$ cat src/rtl/wb_retire_unit.sv
// wb_retire_unit: in-order dual-retire writeback buffer; accepts out-of-order completions by slot tag
// and drives two register-file write ports strictly in program order.
module wb_retire_unit #(
  parameter int DATA_W = 64,
  parameter int DEPTH  = 8,
  localparam int TAG_W = $clog2(DEPTH),
  localparam int OW    = TAG_W + 1
) (
  input  logic              clk,
  input  logic              rst_n,
  input  logic              flush,
  input  logic [1:0]        alloc_req,
  output logic              alloc_ready,
  output logic [TAG_W-1:0]  alloc_tag0,
  output logic [TAG_W-1:0]  alloc_tag1,
  input  logic              comp_valid1,
  input  logic [TAG_W-1:0]  comp_tag1,
  input  logic              comp_wr1,
  input  logic [4:0]        comp_rd1,
  input  logic [DATA_W-1:0] comp_data1,
  input  logic              comp_valid2,
  input  logic [TAG_W-1:0]  comp_tag2,
  input  logic              comp_wr2,
  input  logic [4:0]        comp_rd2,
  input  logic [DATA_W-1:0] comp_data2,
  output logic              wen1,
  output logic              wen2,
  output logic [4:0]        rd_addr1,
  output logic [4:0]        rd_addr2,
  output logic [DATA_W-1:0] write_data1,
  output logic [DATA_W-1:0] write_data2,
  output logic [1:0]        retire_cnt,
  output logic              empty
);
  logic [TAG_W-1:0]  head, tail, h1;
  logic [OW-1:0]     occ;
  logic [DEPTH-1:0]  busy, done, wr;
  logic [4:0]        rd [DEPTH];
  logic [DATA_W-1:0] data [DEPTH];
  logic              r0, r1, same, w1, w2;
  logic [1:0]        grant, rcnt;
  assign h1          = head + TAG_W'(1);
  assign alloc_ready = occ <= OW'(DEPTH - 2);
  assign alloc_tag0  = tail;
  assign alloc_tag1  = tail + TAG_W'(1);
  assign empty       = occ == '0;
  assign grant       = (alloc_ready && alloc_req != 2'd3) ? alloc_req : 2'd0;
  assign r0          = busy[head] & done[head];
  assign r1          = r0 & busy[h1] & done[h1];
  assign rcnt        = {r1, r0 & ~r1};
  // Same-destination pair: only the younger write survives
  assign same        = r1 & wr[head] & wr[h1] & (rd[head] == rd[h1]);
  assign w1          = r0 & wr[head] & (|rd[head]) & ~same;
  assign w2          = r1 & wr[h1] & (|rd[h1]);
  always_ff @(posedge clk or negedge rst_n) begin
    if (!rst_n) begin
      head <= '0;
      tail <= '0;
      occ <= '0;
      busy <= '0;
      done <= '0;
      wr <= '0;
      for (int i = 0; i < DEPTH; i++) begin
        rd[i] <= '0;
        data[i] <= '0;
      end
      wen1 <= 1'b0;
      wen2 <= 1'b0;
      rd_addr1 <= '0;
      rd_addr2 <= '0;
      write_data1 <= '0;
      write_data2 <= '0;
      retire_cnt <= '0;
    end else if (flush) begin
      head <= '0;
      tail <= '0;
      occ <= '0;
      busy <= '0;
      done <= '0;
      wen1 <= 1'b0;
      wen2 <= 1'b0;
      rd_addr1 <= '0;
      rd_addr2 <= '0;
      write_data1 <= '0;
      write_data2 <= '0;
      retire_cnt <= '0;
    end else begin
      // Lane 2 first so lane 1 overrides it on a shared tag
      if (comp_valid2 && busy[comp_tag2]) begin
        done[comp_tag2] <= 1'b1;
        wr[comp_tag2] <= comp_wr2;
        rd[comp_tag2] <= comp_rd2;
        data[comp_tag2] <= comp_data2;
      end
      if (comp_valid1 && busy[comp_tag1]) begin
        done[comp_tag1] <= 1'b1;
        wr[comp_tag1] <= comp_wr1;
        rd[comp_tag1] <= comp_rd1;
        data[comp_tag1] <= comp_data1;
      end
      if (r0) begin
        busy[head] <= 1'b0;
        done[head] <= 1'b0;
      end
      if (r1) begin
        busy[h1] <= 1'b0;
        done[h1] <= 1'b0;
      end
      if (grant != 2'd0) begin
        busy[tail] <= 1'b1;
        done[tail] <= 1'b0;
      end
      if (grant == 2'd2) begin
        busy[alloc_tag1] <= 1'b1;
        done[alloc_tag1] <= 1'b0;
      end
      head <= head + TAG_W'(rcnt);
      tail <= tail + TAG_W'(grant);
      occ <= occ + OW'(grant) - OW'(rcnt);
      wen1 <= w1;
      wen2 <= w2;
      rd_addr1 <= r0 ? rd[head] : 5'd0;
      rd_addr2 <= r1 ? rd[h1] : 5'd0;
      write_data1 <= r0 ? data[head] : '0;
      write_data2 <= r1 ? data[h1] : '0;
      retire_cnt <= rcnt;
    end
  end
endmodule

$ cat config.mk
export PLATFORM = sky130hd
export DESIGN_NAME = wb_retire_unit
export DESIGN_NICKNAME = d
export VERILOG_FILES = /design/src/rtl/wb_retire_unit.sv
export SDC_FILE = /design/constraint.sdc
export NUM_CORES = 2
export LEC_CHECK = 0
export CORE_ASPECT_RATIO = 1.25
export CORE_MARGIN = 2
export CORE_UTILIZATION = 30
export CTS_BUF_LIST = sky130_fd_sc_hd__clkbuf_8 sky130_fd_sc_hd__clkbuf_16
export CTS_CLUSTER_DIAMETER = 120
export CTS_CLUSTER_SIZE = 30
export DETAILED_ROUTE_END_ITERATION = 8
export SLEW_MARGIN = 20
export SYNTH_ARGS = -nofsm -noshare
export SYNTH_HDL_FRONTEND = slang
export SYNTH_SLANG_ARGS = --single-unit
$ cat constraint.sdc
create_clock -name clk -period 4.37 [get_ports clk]
set_clock_uncertainty 0.05 [all_clocks]
set_input_delay 1.311 -clock clk [delete_from_list [all_inputs] [get_ports clk]]
set_output_delay 1.311 -clock clk [all_outputs]
set_load 0.05 [all_outputs]
== After elaboration in Yosys (flattened, before gate mapping) ==
Cells that the tools add are included.

* RAM bits: 0
* Memories kept: 0
* Bits in read-only memories: 0
* Bits in latches: 0
* Register bits after elaboration: 728

* $add $sub $neg: 6
* Bitwise operators: 32
* Magnitude comparators: 19
* Muxes and demuxes: 98
* Reduce and logical (&&, ||, !) cells: 15
* Eq/ne operators: 3
* Shifts and indexed selects: 0
* Div/mod/pow operators: 0
* Multipliers: 0

{| class="wikitable"
|+ Operators by type and width
! kind !! number
|-
| 2-to-1 mux 512 bit || 3
|-
| bitwise mux 512 bit || 2
|-
| 2-to-1 mux 64 bit || 10
|-
| binary-select mux 64 bit (select 3 bit) || 2
|-
| demux 64 bit (select 3 bit) || 2
|-
| 2-to-1 mux 8 bit || 23
|-
| 2-to-1 mux 40 bit || 3
|-
| bitwise mux 40 bit || 2
|-
| 2-to-1 mux 5 bit || 10
|-
| AND 8 bit || 6
|-
| NOT 8 bit || 4
|-
| bitwise OR 8 bit || 4
|-
| binary-select mux 5 bit (select 3 bit) || 2
|-
| demux 5 bit (select 3 bit) || 2
|-
| binary-select mux 1 bit (select 3 bit) || 8
|-
| < comparator 3 x 4 -> 1 bit (second input constant) || 6
|-
| demux 1 bit (select 3 bit) || 6
|-
| >= comparator 3 x 1 -> 1 bit (second input constant) || 6
|-
| bitwise mux 8 bit || 2
|-
| >= comparator 4 bit (second input constant) || 4
|-
| 2-to-1 mux 1 bit || 16
|-
| NOT 3 -> 4 bit || 4
|-
| AND 1 bit || 12
|-
| logical AND 1 bit || 11
|-
| other kinds (16) || 23
|}

== Longest topological paths before layout ==
* Depth after elaboration: 22
* Mapped depth: 16

== Worst setup path before layout ==
OpenSTA, ideal clock, no wires.

* Path type: reg-to-reg
* Start point: reg head[1]
* End point: reg occ[3]
* Path slack: 1.051 ns
* Data arrival time: 3.137 ns
* Data required time: 4.188 ns
* Setup time: 0.132 ns
* Stages on the path, launching flop included: 15
* Cells stage by stage: dfrtp_1 ha_1 xor2_1 buf_6 and3_4 nor4_4 nand2_1 nor2_1 inv_1 fa_1 ha_1 a21o_1 a21oi_1 xnor2_1 nor2_1

* Longest elaborated chain between the ends: 9
* Elaborated cells between the ends (all ways): 16

{| class="wikitable"
|+ RTL lines
! element !! line !! RTL
|-
| from (decl) || 35 || <nowiki>logic [TAG_W-1:0] head, tail, h1;</nowiki>
|-
| from (signal assigned) || 117 || <nowiki>head <= head + TAG_W'(rcnt);</nowiki>
|-
| adder 3 x 1 -> 3 bit / binary-select mux 1 bit (select 3 bit) (equally long branches) || 42, 48 ||
|-
| binary-select mux 1 bit (select 3 bit) / 2-to-1 mux 1 bit (equally long branches) || 49, 48 ||
|-
| 2-to-1 mux 1 bit (implied by the code) / AND 1 bit (equally long branches) || 49, 48 ||
|-
| AND 1 bit (2 in a row) || 49 || <nowiki>assign r1 = r0 & busy[h1] & done[h1];</nowiki>
|-
| NOT 1 bit || 50 || <nowiki>assign rcnt = {r1, r0 & ~r1};</nowiki>
|-
| AND 1 bit || 50 ||
|-
| subtractor 4 x 2 -> 4 bit * || 119 || <nowiki>occ <= occ + OW'(grant) - OW'(rcnt);</nowiki>
|-
| 2-to-1 mux 4 bit * || 74 || <nowiki>end else if (flush) begin</nowiki>
|-
| to (signal assigned) || 119 ||
|-
| to (decl) || 36 || <nowiki>logic [OW-1:0] occ;</nowiki>
|}

Every way passes the cells marked *; elsewhere a longest branch is shown, timed or not. The select of a mux whose other input is x is not followed.
A chain may end at the register's enable or synchronous reset.

== Final worst setup path ==
* Start point: reg tail[0], in the netlist alloc_tag0[0]
* End point: out alloc_tag1[2]

* Longest elaborated chain between the ends: 1

{| class="wikitable"
|+ RTL lines
! element !! line !! RTL
|-
| from (decl) || 35 ||
|-
| from (signal assigned) || 118 || <nowiki>tail <= tail + TAG_W'(grant);</nowiki>
|-
| adder 3 x 1 -> 3 bit || 45 || <nowiki>assign alloc_tag1 = tail + TAG_W'(1);</nowiki>
|-
| to (decl) || 15 || <nowiki>output logic [TAG_W-1:0] alloc_tag1,</nowiki>
|}

No other way between the ends.

==> results.json <==
{
  "required_ps": 3010,
  "netlist_instances": 3893,
  "synth_ff_type": "dfrtp_1",
  "clock-root-buffer": "clkbuf_16",
  "yosysMostFrequentCell": "dfrtp_1",
  "vias": 35720,
  "first_pass_iters": 6,
  "antenna_found_initial": 39,
  "drive_gt1_share_pct": 6.719,
  "final-hold-violation-count": 0,
  "cts_num_sinks": 728,
  "ys_ff_latch": 728,
  "yosys_warnings": 0,
  "drt_iter0_markers": 4981,
  "grt_pass1_wl_um": 245200,
  "critical_path_class": "flop to output port",
  "leakage_nw": 16.83,
  "ys_seq_area_share_pct": 50.18,
  "multiInputGateArea_sq_um": 16140,
  "finalCriticalPeriod_ps": 4041,
  "grt_start_max_net_pins": 200,
  "endpoint_kind": "output port",
  "syn-cell-area_sq_um": 36300,
  "p_per_area_nw_per_um2": 401.3,
  "clock_latency_ps": 690,
  "drc": 0,
  "ant_nets": 0,
  "crit_path_max_fanout": 8,
  "crit_slowest_cell": "clkdlybuf4s50_1",
  "finalWeightedCongestion": 0.8870,
  "grt_overflow_total": 0,
  "worst_pin_slew_ps": 1051,
  "io_pins": 303,
  "clockBufferDepth": 3,
  "synth_edf_count": 0,
  "dieArea_sq_um": 123800,
  "drt-vias-per-instance": 6.561,
  "numCtsBuffers": 28,
  "drv_cap": 0,
  "path_cells": "ha_1 -> xor2_1 -> clkdlybuf4s50_1",
  "cp_slowest_stage_delay_ps": 890,
  "nFillCells": 12090,
  "total_power_mw": 16.82,
  "tns_ps": 0,
  "wirelength_um": 168700,
  "seq_area_sq_um": 18220,
  "portBuffers": 302,
  "num_rows": 142,
  "finalNonFillerCells": 5445,
  "setup_violations": 0,
  "rsz0062_at_grt": "false",
  "cts_tree": "done",
  "htree_levels": 1,
  "fmax_ghz": 0.2474,
  "die_w_um": 315.1,
  "post-route-period-util_pct": 92.48,
  "async_reset_ff_share_pct": 100.0,
  "routedWlPerCell_um": 30.98,
  "grt_pass1_vias": 35330,
  "syn_nets": 4060,
  "coreArea_sq_um": 119900,
  "grtUsageTotal_pct": 26.36,
  "relSlewSlack_pct": 29.91,
  "min_path_type": "flop to flop",
  "die_y_um": 392.9,
  "slew_violations": 0,
  "clk_pin_slew_ps": 120,
  "holdBufCountCts": 0,
  "cp.arrival_ps": 2680,
  "post_cts_buffers": 0,
  "place_inst": 5405,
  "place_hpwl_um": 96390,
  "area_growth_pct": 15.44,
  "vdd_drop_max_uv": 269.8,
  "synth_cell_types": 75,
  "regToRegSetupSlack_ps": 700,
  "netlist_top_cells_area": "dfrtp_1, o22ai_1, a22oi_1",
  "initial_core_util_pct": 30.27,
  "avgSynthCellArea_sq_um": 9.326,
  "worst_setup_path_start_kind": "flop",
  "status": "completed",
  "cts_resized": 0,
  "synth_top_cell_area_share_pct": 50.18,
  "synth_top_area_cell": "dfrtp_1",
  "synth_common_cells": "dfrtp_1, o22ai_1, clkbuf_1",
  "layout.nets": 4019
}
-- final timing paths --
path / cells past startpoint / end / from
setup / recovery: 3 / alloc_tag1[2] / alloc_tag0[0]
hold / removal: 2 / data[336] / data[336]
setup reg to reg: 12 / occ[2] / head[0]
hold reg to reg: 2 / data[336] / data[336]
max in group asynchronous: 3 / head[0] / rst_n
min in group asynchronous: 1 / write_data1[4] / rst_n
-- area by class of cell --
cell class              instances  area share [%]
flip-flops and latches        728           43.47
multi-input cells            2616           38.52
repair buffers                455           11.16
well taps                    1584           4.729
clock buffers                  29           1.732
inverters                      23          0.2239
clock inverters                 4          0.1314
diodes                          6         0.03583
-- layer usage --
| layer | vias to the layer above | global-route usage, % | wire length, um |
|---|---|---|---|
| li1 | 14590 | - | - |
| met1 | 17580 | 34.80 | 64270 |
| met2 | 2862 | 38.89 | 72320 |
| met3 | 641 | 9.112 | 23730 |
| met4 | 54 | 11.46 | 8034 |
| met5 | - | 0 | 322 |
-- worst max-delay path: cells and delay by family (launching register included) --
kind	cells	cell delay, ps
xor+xnor	1	330
fa+ha+maj	1	220
buf+inv	1	890
flops	1	580
-- where the power goes --
group | total [mW] | leakage (nW) | internal (mW) | switching (mW)
Clock | 3.53 | 0.388 | 1.27 | 2.26
Combinational | 4.13 | 6.55 | 1.83 | 2.31
Sequential | 9.16 | 9.89 | 8.00 | 1.15
Total | 16.8 | 16.8 | 11.1 | 5.72
-- registers in the layout, summed over array words and instances (netlist names), 3 cells and up --
name / cells
occ: 4
rd: 40
alloc_tag0: 3
head: 3
write_data2: 64
wr: 8
rd_addr2: 5
done: 8
write_data1: 64
rd_addr1: 5
data: 512
busy: 8
-- cells by family (layout without fill, tap and decap cells) --
family	Yosys count	count (layout)	share of synthesized area [%]
and+or+nand+nor	842	842	10.67
xor gates and xnor gates	12	12	0.3102
buffers and inverters	549	511	6.286
other	0	6	0
DFF	728	728	50.18
adders and majority gates	14	14	0.5652
muxes	37	37	1.523
AOI/OAI and AO/OA	1711	1711	30.47
-- placed cells by master, fill, tap and decap left out, types with 5 or more instances in the layout --
master and n:
dfrtp_1 727, o22ai_1 667, nor2_1 305, clkdlybuf4s50_1 300, nand2_1 288, a22oi_1 280
o21ai_0 238, a21oi_1 221, buf_4 114, o221ai_1 72, a2bb2oi_1 69, nor4_1 68
o22a_1 65, or4_1 64, o21ai_1 53, buf_12 38, clkbuf_16 29, inv_1 22
mux2i_1 17, mux4_2 14, nand3_1 12, nor2b_1 12, nand2_4 11, ha_1 10
nand2b_1 9, nor3_1 8, diode_2 6, mux2_2 6, and2_1 6, and3_1 6
nand3b_1 6, nand3_4 6, nor3b_1 6, xnor2_1 6, o2111a_1 6, a32oi_1 5
-- metrics by stage --
stage | area [sq um] | hold WS [ps] | util, % | setup slack [ps]
floorplan | 36300 | 408.4 | - | 1051
CTS | 41870 | 473.9 | 34.91 | 275.6
global placement | 41090 | 430.7 | 34.26 | 421.6
global route | 41900 | 493.3 | 34.94 | 194.3
finish | 41910 | 471.8 | 34.95 | 328.5
detailed placement | 41090 | 443.8 | 34.26 | 365.2
Note: power is estimated with default switching activity, not from simulation.
